`src/rtl/mem_seq_pkg.sv`:
```
// Shared types and constants for the memory access sequencer.
package mem_seq_pkg;

  localparam int unsigned AR_W   = 16;
  localparam int unsigned NB_W   = 4;
  localparam int unsigned ADDR_W = NB_W + AR_W;
  localparam int unsigned DATA_W = 16;
  localparam int unsigned CNT_W  = 8;

  // Cycles spent in REQ before the no-answer alarm fires.
  localparam logic [CNT_W-1:0] TIMEOUT_DEFAULT = 8'd100;

  typedef enum logic [1:0] {
    ST_IDLE    = 2'd0,
    ST_REQ     = 2'd1,
    ST_RELEASE = 2'd2,
    ST_DONE    = 2'd3
  } state_e;

endpackage

```
`src/rtl/mem_timeout.sv`:
```
// Bus-answer watchdog: counts cycles spent waiting in REQ.
module mem_timeout
  import mem_seq_pkg::*;
#(
  parameter logic [CNT_W-1:0] TIMEOUT = TIMEOUT_DEFAULT
) (
  input  logic clk_sys,
  input  logic clr_,
  input  logic clear,
  input  logic enable,
  output logic expired_c
);

  logic [CNT_W-1:0] count_q;

  // Clear wins over enable so a fresh access always starts from zero.
  always_ff @(posedge clk_sys or negedge clr_) begin
    if (!clr_) begin
      count_q <= '0;
    end else if (clear) begin
      count_q <= '0;
    end else if (enable) begin
      count_q <= count_q + CNT_W'(1);
    end
  end

  // Fires on the last REQ cycle the sequencer is allowed to wait.
  assign expired_c = (count_q == (TIMEOUT - CNT_W'(1)));

endmodule

```
`src/rtl/mem_seq.sv`:
```
// Memory access sequencer: drives one four-phase bus access per start pulse.
module mem_seq
  import mem_seq_pkg::*;
#(
  parameter logic [CNT_W-1:0] TIMEOUT = TIMEOUT_DEFAULT
) (
  input  logic              clk_sys,
  input  logic              clr_,
  input  logic [AR_W-1:0]   ar,
  input  logic [DATA_W-1:0] at,
  input  logic [NB_W-1:0]   nb,
  input  logic              rd_start,
  input  logic              wr_start,
  input  logic              inc,
  input  logic              ok,
  input  logic              en,
  input  logic              pe,
  input  logic [DATA_W-1:0] d_in,
  output logic              req,
  output logic              rd,
  output logic              wr,
  output logic [ADDR_W-1:0] a,
  output logic [DATA_W-1:0] d_out,
  output logic [DATA_W-1:0] rdata,
  output logic              busy,
  output logic              done,
  output logic              ar_p1,
  output logic              alarm_nomem,
  output logic              alarm_parity
);

  state_e            state_q, state_d;
  logic              dir_rd_q, dir_rd_d;
  logic              inc_q, inc_d;
  logic              ok_hit_q, ok_hit_d;
  logic [ADDR_W-1:0] a_d;
  logic [DATA_W-1:0] d_out_d;
  logic [DATA_W-1:0] rdata_d;
  logic              nomem_d;
  logic              parity_d;
  logic              ar_p1_d;
  logic              tmo_clear_c;
  logic              tmo_enable_c;
  logic              tmo_expired_c;

  mem_timeout #(
    .TIMEOUT (TIMEOUT)
  ) u_timeout (
    .clk_sys   (clk_sys),
    .clr_      (clr_),
    .clear     (tmo_clear_c),
    .enable    (tmo_enable_c),
    .expired_c (tmo_expired_c)
  );

  // Next-state and next-value logic for the access sequencer.
  always_comb begin
    state_d      = state_q;
    dir_rd_d     = dir_rd_q;
    inc_d        = inc_q;
    ok_hit_d     = ok_hit_q;
    a_d          = a;
    d_out_d      = d_out;
    rdata_d      = rdata;
    nomem_d      = alarm_nomem;
    parity_d     = alarm_parity;
    ar_p1_d      = 1'b0;
    tmo_clear_c  = 1'b0;
    tmo_enable_c = 1'b0;

    case (state_q)
      ST_IDLE: begin
        if (rd_start || wr_start) begin
          state_d     = ST_REQ;
          a_d         = {nb, ar};
          d_out_d     = at;
          dir_rd_d    = rd_start;  // read wins a simultaneous request
          inc_d       = inc;
          ok_hit_d    = 1'b0;
          tmo_clear_c = 1'b1;
        end
      end

      ST_REQ: begin
        tmo_enable_c = 1'b1;
        if (ok) begin
          state_d  = ST_RELEASE;
          ok_hit_d = 1'b1;
          if (dir_rd_q) begin
            rdata_d = d_in;
          end
          if (pe) begin
            parity_d = 1'b1;
          end
        end else if (en) begin
          state_d = ST_RELEASE;
          nomem_d = 1'b1;
        end else if (tmo_expired_c) begin
          // Nobody answered, so there is no handshake to wait out.
          state_d = ST_DONE;
          nomem_d = 1'b1;
        end
      end

      ST_RELEASE: begin
        if (!ok && !en) begin
          state_d = ST_DONE;
          ar_p1_d = inc_q && ok_hit_q;
        end
      end

      ST_DONE: begin
        state_d = ST_IDLE;
      end

      default: begin
        state_d = ST_IDLE;
      end
    endcase
  end

  // State and registered outputs; bus strobes follow the next state.
  always_ff @(posedge clk_sys or negedge clr_) begin
    if (!clr_) begin
      state_q      <= ST_IDLE;
      dir_rd_q     <= 1'b0;
      inc_q        <= 1'b0;
      ok_hit_q     <= 1'b0;
      req          <= 1'b0;
      rd           <= 1'b0;
      wr           <= 1'b0;
      a            <= '0;
      d_out        <= '0;
      rdata        <= '0;
      busy         <= 1'b0;
      done         <= 1'b0;
      ar_p1        <= 1'b0;
      alarm_nomem  <= 1'b0;
      alarm_parity <= 1'b0;
    end else begin
      state_q      <= state_d;
      dir_rd_q     <= dir_rd_d;
      inc_q        <= inc_d;
      ok_hit_q     <= ok_hit_d;
      req          <= (state_d == ST_REQ);
      rd           <= (state_d == ST_REQ) && dir_rd_d;
      wr           <= (state_d == ST_REQ) && !dir_rd_d;
      a            <= a_d;
      d_out        <= d_out_d;
      rdata        <= rdata_d;
      busy         <= (state_d != ST_IDLE);
      done         <= (state_d == ST_DONE);
      ar_p1        <= ar_p1_d;
      alarm_nomem  <= nomem_d;
      alarm_parity <= parity_d;
    end
  end

endmodule

```
`config.mk`:
```
export PLATFORM = sky130hd
export DESIGN_NAME = mem_seq
export DESIGN_NICKNAME = d
export VERILOG_FILES = /design/src/rtl/mem_seq_pkg.sv /design/src/rtl/mem_timeout.sv /design/src/rtl/mem_seq.sv
export SDC_FILE = /design/constraint.sdc
export NUM_CORES = 1
export LEC_CHECK = 0
export BUFFER_PORTS_ARGS = -buffer_cell sky130_fd_sc_hd__buf_4
export CORE_ASPECT_RATIO = 1.4
export CORE_MARGIN = 8
export CORE_UTILIZATION = 35
export DETAILED_ROUTE_END_ITERATION = 8
export PLACE_DENSITY = 0.61
export SYNTH_ARGS = -nofsm -noshare
export SYNTH_HDL_FRONTEND = slang
export SYNTH_SLANG_ARGS = --single-unit
```
`constraint.sdc`:
```
create_clock -name clk_sys -period 4.2 [get_ports clk_sys]
set_input_delay 0.63 -clock clk_sys [delete_from_list [all_inputs] [get_ports clk_sys]]
set_output_delay 0.63 -clock clk_sys [all_outputs]
set_load 0.02 [all_outputs]
```
==> summary.md, run 1 <==
| Metric | Value |
|---|---|
| Core Area | ~8900 µm² |
| Ys flop type | dfrtp_1 |
| Clock Tree Buf Depth | 2 |
| Die X | ~96 µm |
| Seq/Total Area, Yosys | 0.5838 |
| Worst R2R Setup Slack | 2.16 ns |
| Arrival time worst endpoint | ~2.3 ns |
| Antenna violations before repair | 0 |
| Clk_skew | about 0.0067 ns |
| DRC violations left | 0 |
| Inserted Diodes | 0 |
| First-pass iteration count of the detailed router | 4 |
| Total GRT Usage | 0.1283 |
| Setup violators final | 0 |
| RSZ-0062 raised after global routing | no |
| First-pass GRT wire length | 11850 µm |
| Yosys synthesis warning count | 0 |
| Site row count | 41 |
| H-tree depth | 3 |
| RR Startpoint | state_q[1]$_DFF_PN0_ |
| Gpl congestion | roughly 0.81 |
| Syn_area_per_cell | roughly 16 µm² |
| FF+latch count, synth | between 70 and 80 |
| Max incr delay on CP | a little under 0.7 ns |
| Die height | around 130 µm |
| Initial DRC Count | 35 |
| Critical path fanouts, max | between 40 and 50 |
| Reg2Reg Depth | 3 |
| DIE AREA | between 10000 and 15000 µm² |
| CTS tree | yes |
| CTS Buf Count | 9 |
| Post-Place Cell Area | 4050 µm² |
| Crit Path Class | flop to flop |
| Layout cells sized above 1 | 0.5975 |
| # fillers | 800 |
| Worst Setup End Kind | flop |
| WL final | 7566 µm |
| Capturing point of the worst reg2reg path | a[16]$_DFFE_PN0P_ |
| Pleak | 2.131 nW |
| CP max-delay cell | nor2_8 |
| Via total after detailed routing | between 2000 and 2500 |
| I/O pins | between 100 and 150 |
| Initial Util | 0.3526 |
| Mean routed wirelength per cell | roughly 18 µm |
| Final Power | 3.578 mW |
| Total grt overflow | 0 |
| Most frequent cells in the layout | buf_4 (119), dfrtp_1 (73), mux2_4 (46), clkbuf_16 (9) |
| Clock transition at path regs | 0.05 ns |
| Post-DP HPWL | around 5500 µm |
| Worst Tran Pin Value | 0.9241 ns |
| Post_cts resized | 0 |
| Synthesis-to-layout area growth | 38.22% |
| Power Density | a little over 800 nW/µm² |
| Vias in the first global route | 2239 |
| Final Hold Viols | 0 |
| Layout Nets | 379 |
| Post-synth EDFFs | 0 |
| Pins Over Slew Limit | 0 |
| Final instance area | ~4300 µm² |
| Fin crit period | slightly above 2 ns |
| Post-Synthesis Cells | 196 |
| Synthesized cell area | approximately 3100 µm² |
| Leading cell type in the layout, fill and taps excluded | buf_4 |
| Post-route antenna net violation count | 0 |
| PortBufs | 119 |
| Ordered list of cells on the worst path | or2_4, nor2_8, mux2_1 |
| Syn Nets | between 200 and 300 |
| Setup repair bufs after CTS | 0 |
| Post-synth ARST share | 1.000 |
| Via density | ~4.7 |
| CTS Root Cell | clkbuf_16 |
| Max Cap Viol | 0 |
| Hold WC Path Type | input port to async pin |
| CP Data Required Time | about 4.4 ns |
| Outcome | completed |
| Max Fclk | just under 0.5 GHz |
| Startpoint types | flop |
| Hold_buf cts | 0 |
| Relative slew slack | 0.3839 |
| Max VDD drop | roughly 0.4 mV |
| Final period utilization | 0.4854 |
| Netlist cell types | between 40 and 50 |
| Largest net degree at the start of global routing | 74 |
| CTS sink cnt | 73 |
| Setup TNS | 0 ns |
| Worst-skew pair later-pin latency | around 0.33 ns |
## Yosys cell counts (2+ instances only)
cell type,instances,area share
a21oi_1,6,0.0096
buf_12,3,0.019
buf_6,2,0.0072
dfrtp_1,73,0.58
inv_1,2,0.0024
mux2_2,7,0.025
mux2_4,46,0.22
nand2_1,7,0.0084
nand2b_1,2,0.0040
nand3_1,4,0.0064
nor2_1,2,0.0024
nor3_1,2,0.0032
o211ai_1,2,0.0048
o21ai_0,7,0.011
o22ai_1,2,0.0040
o31ai_1,2,0.0048
## metrics by stage
| step | setup WS [ns] | util | hold slack [ns] | instances |
|---|---|---|---|---|
| finish | 2.162 | 0.4874 | 0.4406 | 430 |
| global placement | 2.144 | 0.4564 | 0.4556 | 414 |
| global route | 2.056 | 0.4874 | 0.4939 | 430 |
| CTS | 2.137 | 0.4874 | 0.4691 | 430 |
| detailed placement | 2.104 | 0.4564 | 0.4608 | 414 |
| floorplan | 2.627 | - | 0.3344 | 196 |
## report_power, final
part	leakage, nW	internal [mW]	switching (mW)
Combinational	1.11	0.881	0.789
Sequential	0.878	1.02	0.195
Clock	0.139	0.429	0.264
Total	2.13	2.33	1.25
## metal layers
| layer | wire [µm] | up-vias | GRT usage |
|---|---|---|---|
| met3 | 511 | 14 | 0.02638 |
| met4 | 225 | 0 | 0.08265 |
| met5 | 0 | - | 0 |
| met1 | 2928 | 1005 | 0.1461 |
| met2 | 3901 | 71 | 0.2105 |
| li1 | - | 948 | - |
## registers in the layout, indices dropped and copies added (netlist names)
name	flops
a	20
d_out	16
rdata	16
u_timeout.count_q	8
state_q	2
alarm_nomem	1
alarm_parity	1
ar_p1	1
busy	1
dir_rd_q	1
done	1
inc_q	1
ok_hit_q	1
rd	1
req	1
wr	1
## final cells by class
cell class / count / area, µm² / share of cell area
multi-input cells: 113 / 1189 / 0.2748
well taps: 107 / 133.9 / 0.03095
inverters: 2 / 7.507 / 0.001736
repair buffers: 119 / 893.4 / 0.2065
clock inverters: 3 / 15.01 / 0.003471
flip-flops and latches: 73 / 1827 / 0.4223
clock buffers: 13 / 260.3 / 0.06017
## worst max-delay path: cells and delay by family, from the launching register on
kind / cells / cell delay, ns
AND/OR/NAND/NOR: 2 / 1.02
multiplexers: 1 / 0.39
flip-flops: 1 / 0.48
## worst max path at each step
stage                                   end  cells after the start                  from
final                     a[16]$_DFFE_PN0P_                      3  state_q[1]$_DFF_PN0_
after global routing      a[16]$_DFFE_PN0P_                      3  state_q[1]$_DFF_PN0_
after floorplan            a[0]$_DFFE_PN0P_                      4              wr_start
after detailed placement  a[16]$_DFFE_PN0P_                      4              wr_start
after global placement    a[16]$_DFFE_PN0P_                      4              wr_start
after CTS                 a[16]$_DFFE_PN0P_                      3  state_q[1]$_DFF_PN0_
## cells by family after synthesis
logic type / after synthesis / synth area share
adder cells (fa/ha/maj): 1 / 0.003998
AO/OA/AOI/OAI: 26 / 0.05438
AND/OR/NAND/NOR: 30 / 0.06598
multiplexers: 55 / 0.2527
buffers and inverters: 10 / 0.03638
XOR/XNOR: 1 / 0.002799
flip-flops: 73 / 0.5838
Power figures use the tool's default switching activity.
==> inputs of run 2 (changes only) <==
--- a/config.mk
+++ b/config.mk
@@ -5,12 +5,13 @@
 export SDC_FILE = /design/constraint.sdc
 export NUM_CORES = 1
 export LEC_CHECK = 0
+export ABC_AREA = 1
 export BUFFER_PORTS_ARGS = -buffer_cell sky130_fd_sc_hd__buf_4
 export CORE_ASPECT_RATIO = 1.4
 export CORE_MARGIN = 8
 export CORE_UTILIZATION = 35
 export DETAILED_ROUTE_END_ITERATION = 8
-export PLACE_DENSITY = 0.61
+export PLACE_DENSITY = 0.62
 export SYNTH_ARGS = -nofsm -noshare
 export SYNTH_HDL_FRONTEND = slang
 export SYNTH_SLANG_ARGS = --single-unit
==> constraint.sdc (replaced) <==
create_clock -name clk_sys -period 2 [get_ports clk_sys]
set_input_delay 0.3 -clock clk_sys [delete_from_list [all_inputs] [get_ports clk_sys]]
set_output_delay 0.3 -clock clk_sys [all_outputs]
set_load 0.02 [all_outputs]
==> run 2 against run 1 <==
  * Routed wire length shrank 0.49%
  * Largest power group unchanged
  * Global-route usage is essentially flat
  * Clock power grew 110%
  * Critical path type unchanged
  * Area after synthesis shrank 1.8%
  * Sequential power grew 110%
  * Critical path depth grew 1
  * Non-clock buffer count grew 6
  * Cell count grew 13%
  * Die area shrank 1.5%
  * Count of clock-buffer cells in the layout grew 1
==> summary.md, run 2 <==
| Metric | Value |
|---|---|
| Power Density | 1732 nW/µm² (+110%) |
| Max VDD drop | 0.8649 mV (+120%) |
| Initial Util | 0.3592 (+0.006609) |
| Pins Over Slew Limit | 0 (unchanged) |
| Capturing point of the worst reg2reg path | a[16]$_DFFE_PN0P_ |
| Setup violators final | 0 (unchanged) |
| Total GRT Usage | 0.1282 (about the same) |
| Post_cts resized | 0 (unchanged) |
| Setup slack after placement | 0.4261 ns (-1.677 ns) |
| Max Fclk | 0.6952 GHz (+42%) |
| Largest regs | a: 20 flops, d_out: 16 flops, rdata: 16 flops |
| Leading cell type in the layout, fill and taps excluded | buf_4 |
| Final instance area | 4389 µm² (+1.5%) |
| Synthesis-to-layout area growth | 42.78% |
| Mean routed wirelength per cell | 15.43 µm (-12%) |
| Initial DRC Count | 65 (+86%) |
| Top cells by area, synth | dfrtp_1 (59%), mux2_4 (16%), nand2_1 (6.5%) |
| Post-Synthesis Cells | 250 (+28%) |
| Die X | 95.21 µm (-0.74%) |
| Syn_area_per_cell | 12.30 µm² (-23%) |
| I/O pins | 120 (unchanged) |
| Most frequent cell after synthesis | dfrtp_1 |
| RR Startpoint | state_q[0]$_DFF_PN0_ |
| # fillers | 780 (-2.5%) |
| Arrival time worst endpoint | 1.64 ns (-0.61 ns) |
| CP Launch Point | state_q[0]$_DFF_PN0_ |
| Setup repair bufs after CTS | 0 (unchanged) |
| Most frequent cells in the layout | buf_4 (121), dfrtp_1 (73), nand2_1 (53), mux2_4 (33), nand3_1 (23) |
| Inserted Diodes | 0 (unchanged) |
| Final Hold Viols | 0 (unchanged) |
| Sequential cell area | 1827 µm² (unchanged) |
| Outcome | completed |
| CTS Buf Count | 9 (unchanged) |
| FF+latch count, synth | 73 (unchanged) |
| Relative slew slack | 0.5367 (+0.1528) |
| Die height | 126.9 µm (-0.77%) |
| Largest net degree at the start of global routing | 38 (-49%) |
| Hold WC Path Type | input port to flop |
| Final period utilization | 0.7193 (+0.2339) |
| Clock transition at path regs | 0.06 ns (about the same) |
| Pleak | 2.322 nW (+9.0%) |
| Top-area cell type share of the netlist area | 0.5942 (+0.01045) |
| Area of the multi-input gates | 1114 µm² (-6.3%) |
| Ys flop type | dfrtp_1 |
| CP Data Required Time | 2.21 ns (-2.20 ns) |
| End of the worst hold path | alarm_parity$_DFFE_PN0P_ |
| First-pass iteration count of the detailed router | 4 (unchanged) |
| Antenna violations before repair | 0 (unchanged) |
| Worst R2R Setup Slack | 0.56 ns (-1.60 ns) |
| Netlist cell types | 30 (-30%) |
| Setup TNS | 0 ns (unchanged) |
| Worst-skew pair later-pin latency | 0.32 ns (about the same) |
| Via density | 4.652 (-1.9%) |
| Clock Tree Buf Depth | 2 (unchanged) |
| Site row count | 40 (-2.4%) |
| Yosys synthesis warning count | 0 (unchanged) |
| CTS sink cnt | 73 (unchanged) |
| RSZ-0062 raised after global routing | no |
| Reg2Reg Depth | 4 (+1) |
| DRC violations left | 0 (unchanged) |
| Via total after detailed routing | 2270 (+11%) |
| First-pass GRT wire length | 12120 µm (+2.2%) |
| Post-synth ARST share | 1.000 (unchanged) |
| Max FFs per register | 20 (unchanged) |
| Fin crit period | 1.439 ns (-0.6000 ns) |
| Total grt overflow | 0 (unchanged) |
| Fin util | 0.5129 (+0.02548) |
| Worst Setup End Kind | flop |
| Layout Nets | 439 (+16%) |
| Core Area | 8558 µm² (-3.6%) |
| Hold_sp | pe |
| Post-synth EDFFs | 0 (unchanged) |
| Crit Path Class | flop to flop |
| Top post-synthesis cells by count | dfrtp_1 (73), nand2_1 (53), mux2_4 (33) |
| Startpoint types | flop |
| Worst Tran Pin Value | 0.6949 ns (-0.2292 ns) |
| CTS tree | yes |
| Vias in the first global route | 2393 (+6.9%) |
| Synthesized cell area | 3074 µm² (-1.8%) |
| Cell taking the most area after synthesis | dfrtp_1 |
| CTS Root Cell | clkbuf_16 |
| Max Cap Viol | 0 (unchanged) |
| Seq/Total Area, Yosys | 0.5942 (+0.01045) |
| Final Power | 7.602 mW (+110%) |
| Post-route antenna net violation count | 0 (unchanged) |
| Layout cells sized above 1 | 0.4830 (-0.1145) |
| DIE AREA | 12080 µm² (-1.5%) |
| WL final | 7529 µm (-0.49%) |
| Syn Nets | 311 (+21%) |
| Gpl congestion | 0.7725 (-4.3%) |
| WHS Path Cells | 2 |
| Most flops, register | a |
| Clk_skew | 0.002829 ns (-0.003918 ns) |
| Post-Place Cell Area | 4103 µm² (+1.3%) |
| Critical path fanouts, max | 18 (-56%) |
| Post-DP HPWL | 5691 µm (+3.0%) |
| PnR worst setup slack | 0.5615 ns (-1.600 ns) |
| H-tree depth | 3 (unchanged) |
| PortBufs | 119 (unchanged) |
run 2: kinds of logic after synthesis:
logic type | count (synthesis) | share of synthesized area
simple gates | 101 | 0.1498
flops | 73 | 0.5942
mux | 37 | 0.1758
buf+inv | 24 | 0.04355
compound gates | 13 | 0.02971
xor+xnor | 1 | 0.002850
fa+ha+maj | 1 | 0.004069
run 2: per-layer routing:
metal | wire length (µm) | global-route usage | vias up
li1 | - | - | 1077
met1 | 3113 | 0.1583 | 1100
met2 | 3633 | 0.1985 | 84
met3 | 690 | 0.04545 | 9
met4 | 92 | 0.04797 | 0
met5 | 0 | 0 | -
run 2: what timing repair did:
item	in CTS	in global routing
setup endpoints to repair	0	0
hold buffers	1	0
endpoints found under the hold margin	35	0
run 2: worst max-delay path, stage by stage, from the launching register on:
cell     delay, ns
dfrtp_1       0.46
nor2_4        0.07
o21ai_4       0.18
buf_12        0.24
mux2_2        0.35
run 2: final cells by class:
class	count	area share
flip-flops and latches	73	0.4162
multi-input cells	153	0.2537
repair buffers	125	0.2229
clock buffers	14	0.06015
well taps	105	0.02993
inverters	16	0.01425
clock inverters	2	0.002851
run 2: report_power, final:
group	leakage (nW)	switching [mW]	total (mW)	internal, mW
Clock	0.133	0.567	1.47	0.906
Sequential	0.890	0.449	2.59	2.14
Combinational	1.30	1.79	3.54	1.76
run 2: per-stage QoR:
step	hold WS (ns)	std cells
after floorplan	0.004409	250
after global placement	0.2939	471
after detailed placement	0.3027	471
after CTS	0.1623	488
after global routing	0.1653	488
final	0.1773	488
run 2: how the worst max path moves through the flow:
stage | end | cells after the start
after floorplan | a[0]$_DFFE_PN0P_ | 4
after global placement | d_out[0]$_DFFE_PN0P_ | 4
after detailed placement | a[16]$_DFFE_PN0P_ | 4
after CTS | a[16]$_DFFE_PN0P_ | 4
after global routing | rdata[10]$_DFFE_PN0P_ | 6
final | a[16]$_DFFE_PN0P_ | 4
==> inputs of run 3 (changes only) <==
==> constraint.sdc (replaced) <==
create_clock -name clk_sys -period 1.4 [get_ports clk_sys]
set_input_delay 0.21 -clock clk_sys [delete_from_list [all_inputs] [get_ports clk_sys]]
set_output_delay 0.21 -clock clk_sys [all_outputs]
set_load 0.02 [all_outputs]
==> run 3 against run 2 <==
  * Worst hold slack lost 0.083 ns
  * Maximum frequency is 9.7% higher
  * Cell area up 1.3%
  * Sequential share of layout area is 0.53 points lower
  * First-iteration DRC count decreased by 7.7%
  * Power increased by 45%
  * Count of clock-buffer cells in the layout shrank 1
  * Clock skew is 0.0029 ns higher
  * Die area unchanged
  * Routed wire length rose by 1.4%
  * Global-route usage decreased by 0.17 points
  * Register-to-register slack worse by 0.47 ns
==> summary.md, run 3 (same netlist as run 2, synthesis figures left out) <==
| Metric | Value |
|---|---|
| Initial Util | 0.3592 (unchanged) |
| Post-DP HPWL | 5740 µm (+0.86%) |
| Post-route antenna net violation count | 0 (unchanged) |
| Final period utilization | 0.9369 (+0.2177) |
| Inserted Diodes | 0 (unchanged) |
| Layout Nets | 444 (+1.1%) |
| First-pass GRT wire length | 11870 µm (-2.0%) |
| Internal power | 7.041 mW (+47%) |
| CTS Buf Count | 9 (unchanged) |
| Max Cap Viol | 0 (unchanged) |
| Layout cells sized above 1 | 0.4948 (+0.01182) |
| Total grt overflow | 0 (unchanged) |
| Largest regs | a: 20 flops, d_out: 16 flops, rdata: 16 flops |
| Max VDD drop | 1.153 mV (+33%) |
| PnR worst setup slack | 0.08832 ns (-0.4732 ns) |
| WL final | 7635 µm (+1.4%) |
| CTS tree | yes |
| Clock Tree Buf Depth | 2 (unchanged) |
| Worst Setup End Kind | flop |
| DRC violations left | 0 (unchanged) |
| Critical path fanouts, max | 6 (-12) |
| Arrival time worst endpoint | 1.51 ns (-0.13 ns) |
| Largest net degree at the start of global routing | 29 (-24%) |
| Pins Over Slew Limit | 0 (unchanged) |
| CTS Root Cell | clkbuf_16 |
| Core Area | 8558 µm² (unchanged) |
| Final hold slack | 0.09465 ns (-0.08265 ns) |
| Relative slew slack | 0.7395 (+0.2028) |
| Via density | 4.552 (-2.1%) |
| Max Fclk | 0.7624 GHz (+9.7%) |
| Setup TNS | 0 ns (unchanged) |
| Die height | 126.9 µm (unchanged) |
| Gpl congestion | 0.7335 (-5.0%) |
| Max FFs per register | 20 (unchanged) |
| Startpoint types | flop |
| Worst Tran Pin Value | 0.3908 ns (-0.3042 ns) |
| Final Hold Viols | 0 (unchanged) |
| Sequential Power Share | 0.328 (-0.012) |
| NetSw | 4.003 mW (+43%) |
| CP Data Required Time | 1.60 ns (-0.61 ns) |
| Gate power share | 0.470 (+0.004) |
| Mean routed wirelength per cell | 15.49 µm (+0.38%) |
| First-pass iteration count of the detailed router | 4 (unchanged) |
| Pleak | 2.354 nW (+1.4%) |
| Net Sw Frac | 0.3624 (-0.006268) |
| Initial DRC Count | 60 (-7.7%) |
| Fin util | 0.5194 (+0.006579) |
| Via total after detailed routing | 2244 (-1.1%) |
| Fin crit period | 1.312 ns (-0.1268 ns) |
| Worst R2R Setup Slack | 0.09 ns (-0.47 ns) |
| Leading cell type in the layout, fill and taps excluded | buf_4 |
| Most frequent cells in the layout | buf_4 (126), dfrtp_1 (73), nand2_1 (52), mux2_4 (33), nand3_1 (23) |
| Total GRT Usage | 0.1265 (-0.001726) |
| Vias in the first global route | 2372 (-0.88%) |
| Worst-skew pair later-pin latency | 0.32 ns (about the same) |
| # fillers | 798 (+2.3%) |
| PortBufs | 119 (unchanged) |
| H-tree depth | 3 (unchanged) |
| Clock transition at path regs | 0.05 ns (about the same) |
| I/O pins | 120 (unchanged) |
| Setup slack after placement | 0.09238 ns (-0.3337 ns) |
| Die X | 95.21 µm (unchanged) |
| RSZ-0062 raised after global routing | no |
| Setup violators final | 0 (unchanged) |
| Antenna violations before repair | 0 (unchanged) |
| Outcome | completed |
| Synthesis-to-layout area growth | 44.61% |
| Most flops, register | a |
| Power Density | 2484 nW/µm² (+43%) |
| CTS sink cnt | 73 (unchanged) |
| Crit Path Class | flop to flop |
| Final instance area | 4446 µm² (+1.3%) |
| Hold WC Path Type | input port to flop |
| Clk_skew | 0.005692 ns (+0.002863 ns) |
| DIE AREA | 12080 µm² (unchanged) |
| Post-Place Cell Area | 4140 µm² (+0.92%) |
| Site row count | 40 (unchanged) |
| Clock share of power | 0.202 (+0.008) |
==> run 3: changes by cell type in the layout (fill, tap and decap cells not counted), sizes merged <==
cell      delta
buf          +5
clkinv       +1
clkbuf       -1
clkinvlp     -1
bufinv       +1
==> run 3: worst max-delay path, stage by stage (launching register included) <==
cell	delay, ns
dfrtp_1	0.43
nor2_4	0.17
o21ai_4	0.10
buf_4	0.19
mux2_4	0.30
==> run 3: through the flow <==
| stage | total power, mW | std cells |
|---|---|---|
| 2_1_floorplan | 6.820 | 250 |
| 3_3_place_gp | 8.794 | 476 |
| 3_5_place_dp | 8.897 | 476 |
| 4_1_cts | 11.20 | 493 |
| 5_1_grt | 11.68 | 493 |
| 6_report | 11.04 | 493 |
==> run 3: power groups by stage <==
stage / sequential [mW] / combinational [mW] / clock, mW
6_report: 3.62 / 5.19 / 2.23
5_1_grt: 3.73 / 5.56 / 2.39
4_1_cts: 3.62 / 5.27 / 2.31
3_5_place_dp: 3.64 / 5.26 / 0
3_3_place_gp: 3.62 / 5.18 / 0
2_1_floorplan: 4.58 / 2.24 / 0
==> run 3: path summary, 6_finish.rpt <==
kind,endpoint,cells after the start,start
worst min register to register,alarm_parity$_DFFE_PN0P_,1,alarm_parity$_DFFE_PN0P_
worst max register to register,d_out[6]$_DFFE_PN0P_,4,state_q[1]$_DFF_PN0_
min in group asynchronous,a[4]$_DFFE_PN0P_,2,clr_
worst min-delay path,alarm_parity$_DFFE_PN0P_,2,pe
max in group asynchronous,rd$_DFF_PN0_,3,clr_
worst max-delay path,d_out[6]$_DFFE_PN0P_,4,state_q[1]$_DFF_PN0_
==> run 3: metal layers <==
layer / GRT usage / vias up / share of wire
li1: - / 1090 / -
met1: 0.1563 / 1064 / 0.41
met2: 0.1936 / 80 / 0.47
met3: 0.04132 / 10 / 0.094
met4: 0.05720 / 0 / 0.016
met5: 0 / - / 0
==> run 3: repair_timing <==
item,4_1_cts,5_1_grt
endpoints found under the setup margin,0,4
buffers inserted,0,0
hold buffers,1,0
resized for setup,0,3
endpoints found under the hold margin,26,0
==> run 3: final cells by class <==
cell class	count	area, µm²	area share
inverter	16	62.56	0.01407
multi-input combinational	153	1119	0.2516
sequential	73	1827	0.4109
clock buffer	13	250.2	0.05629
timing repair buffer	130	1016	0.2285
clock inverter	3	40.04	0.009006
tap	105	131.4	0.02955
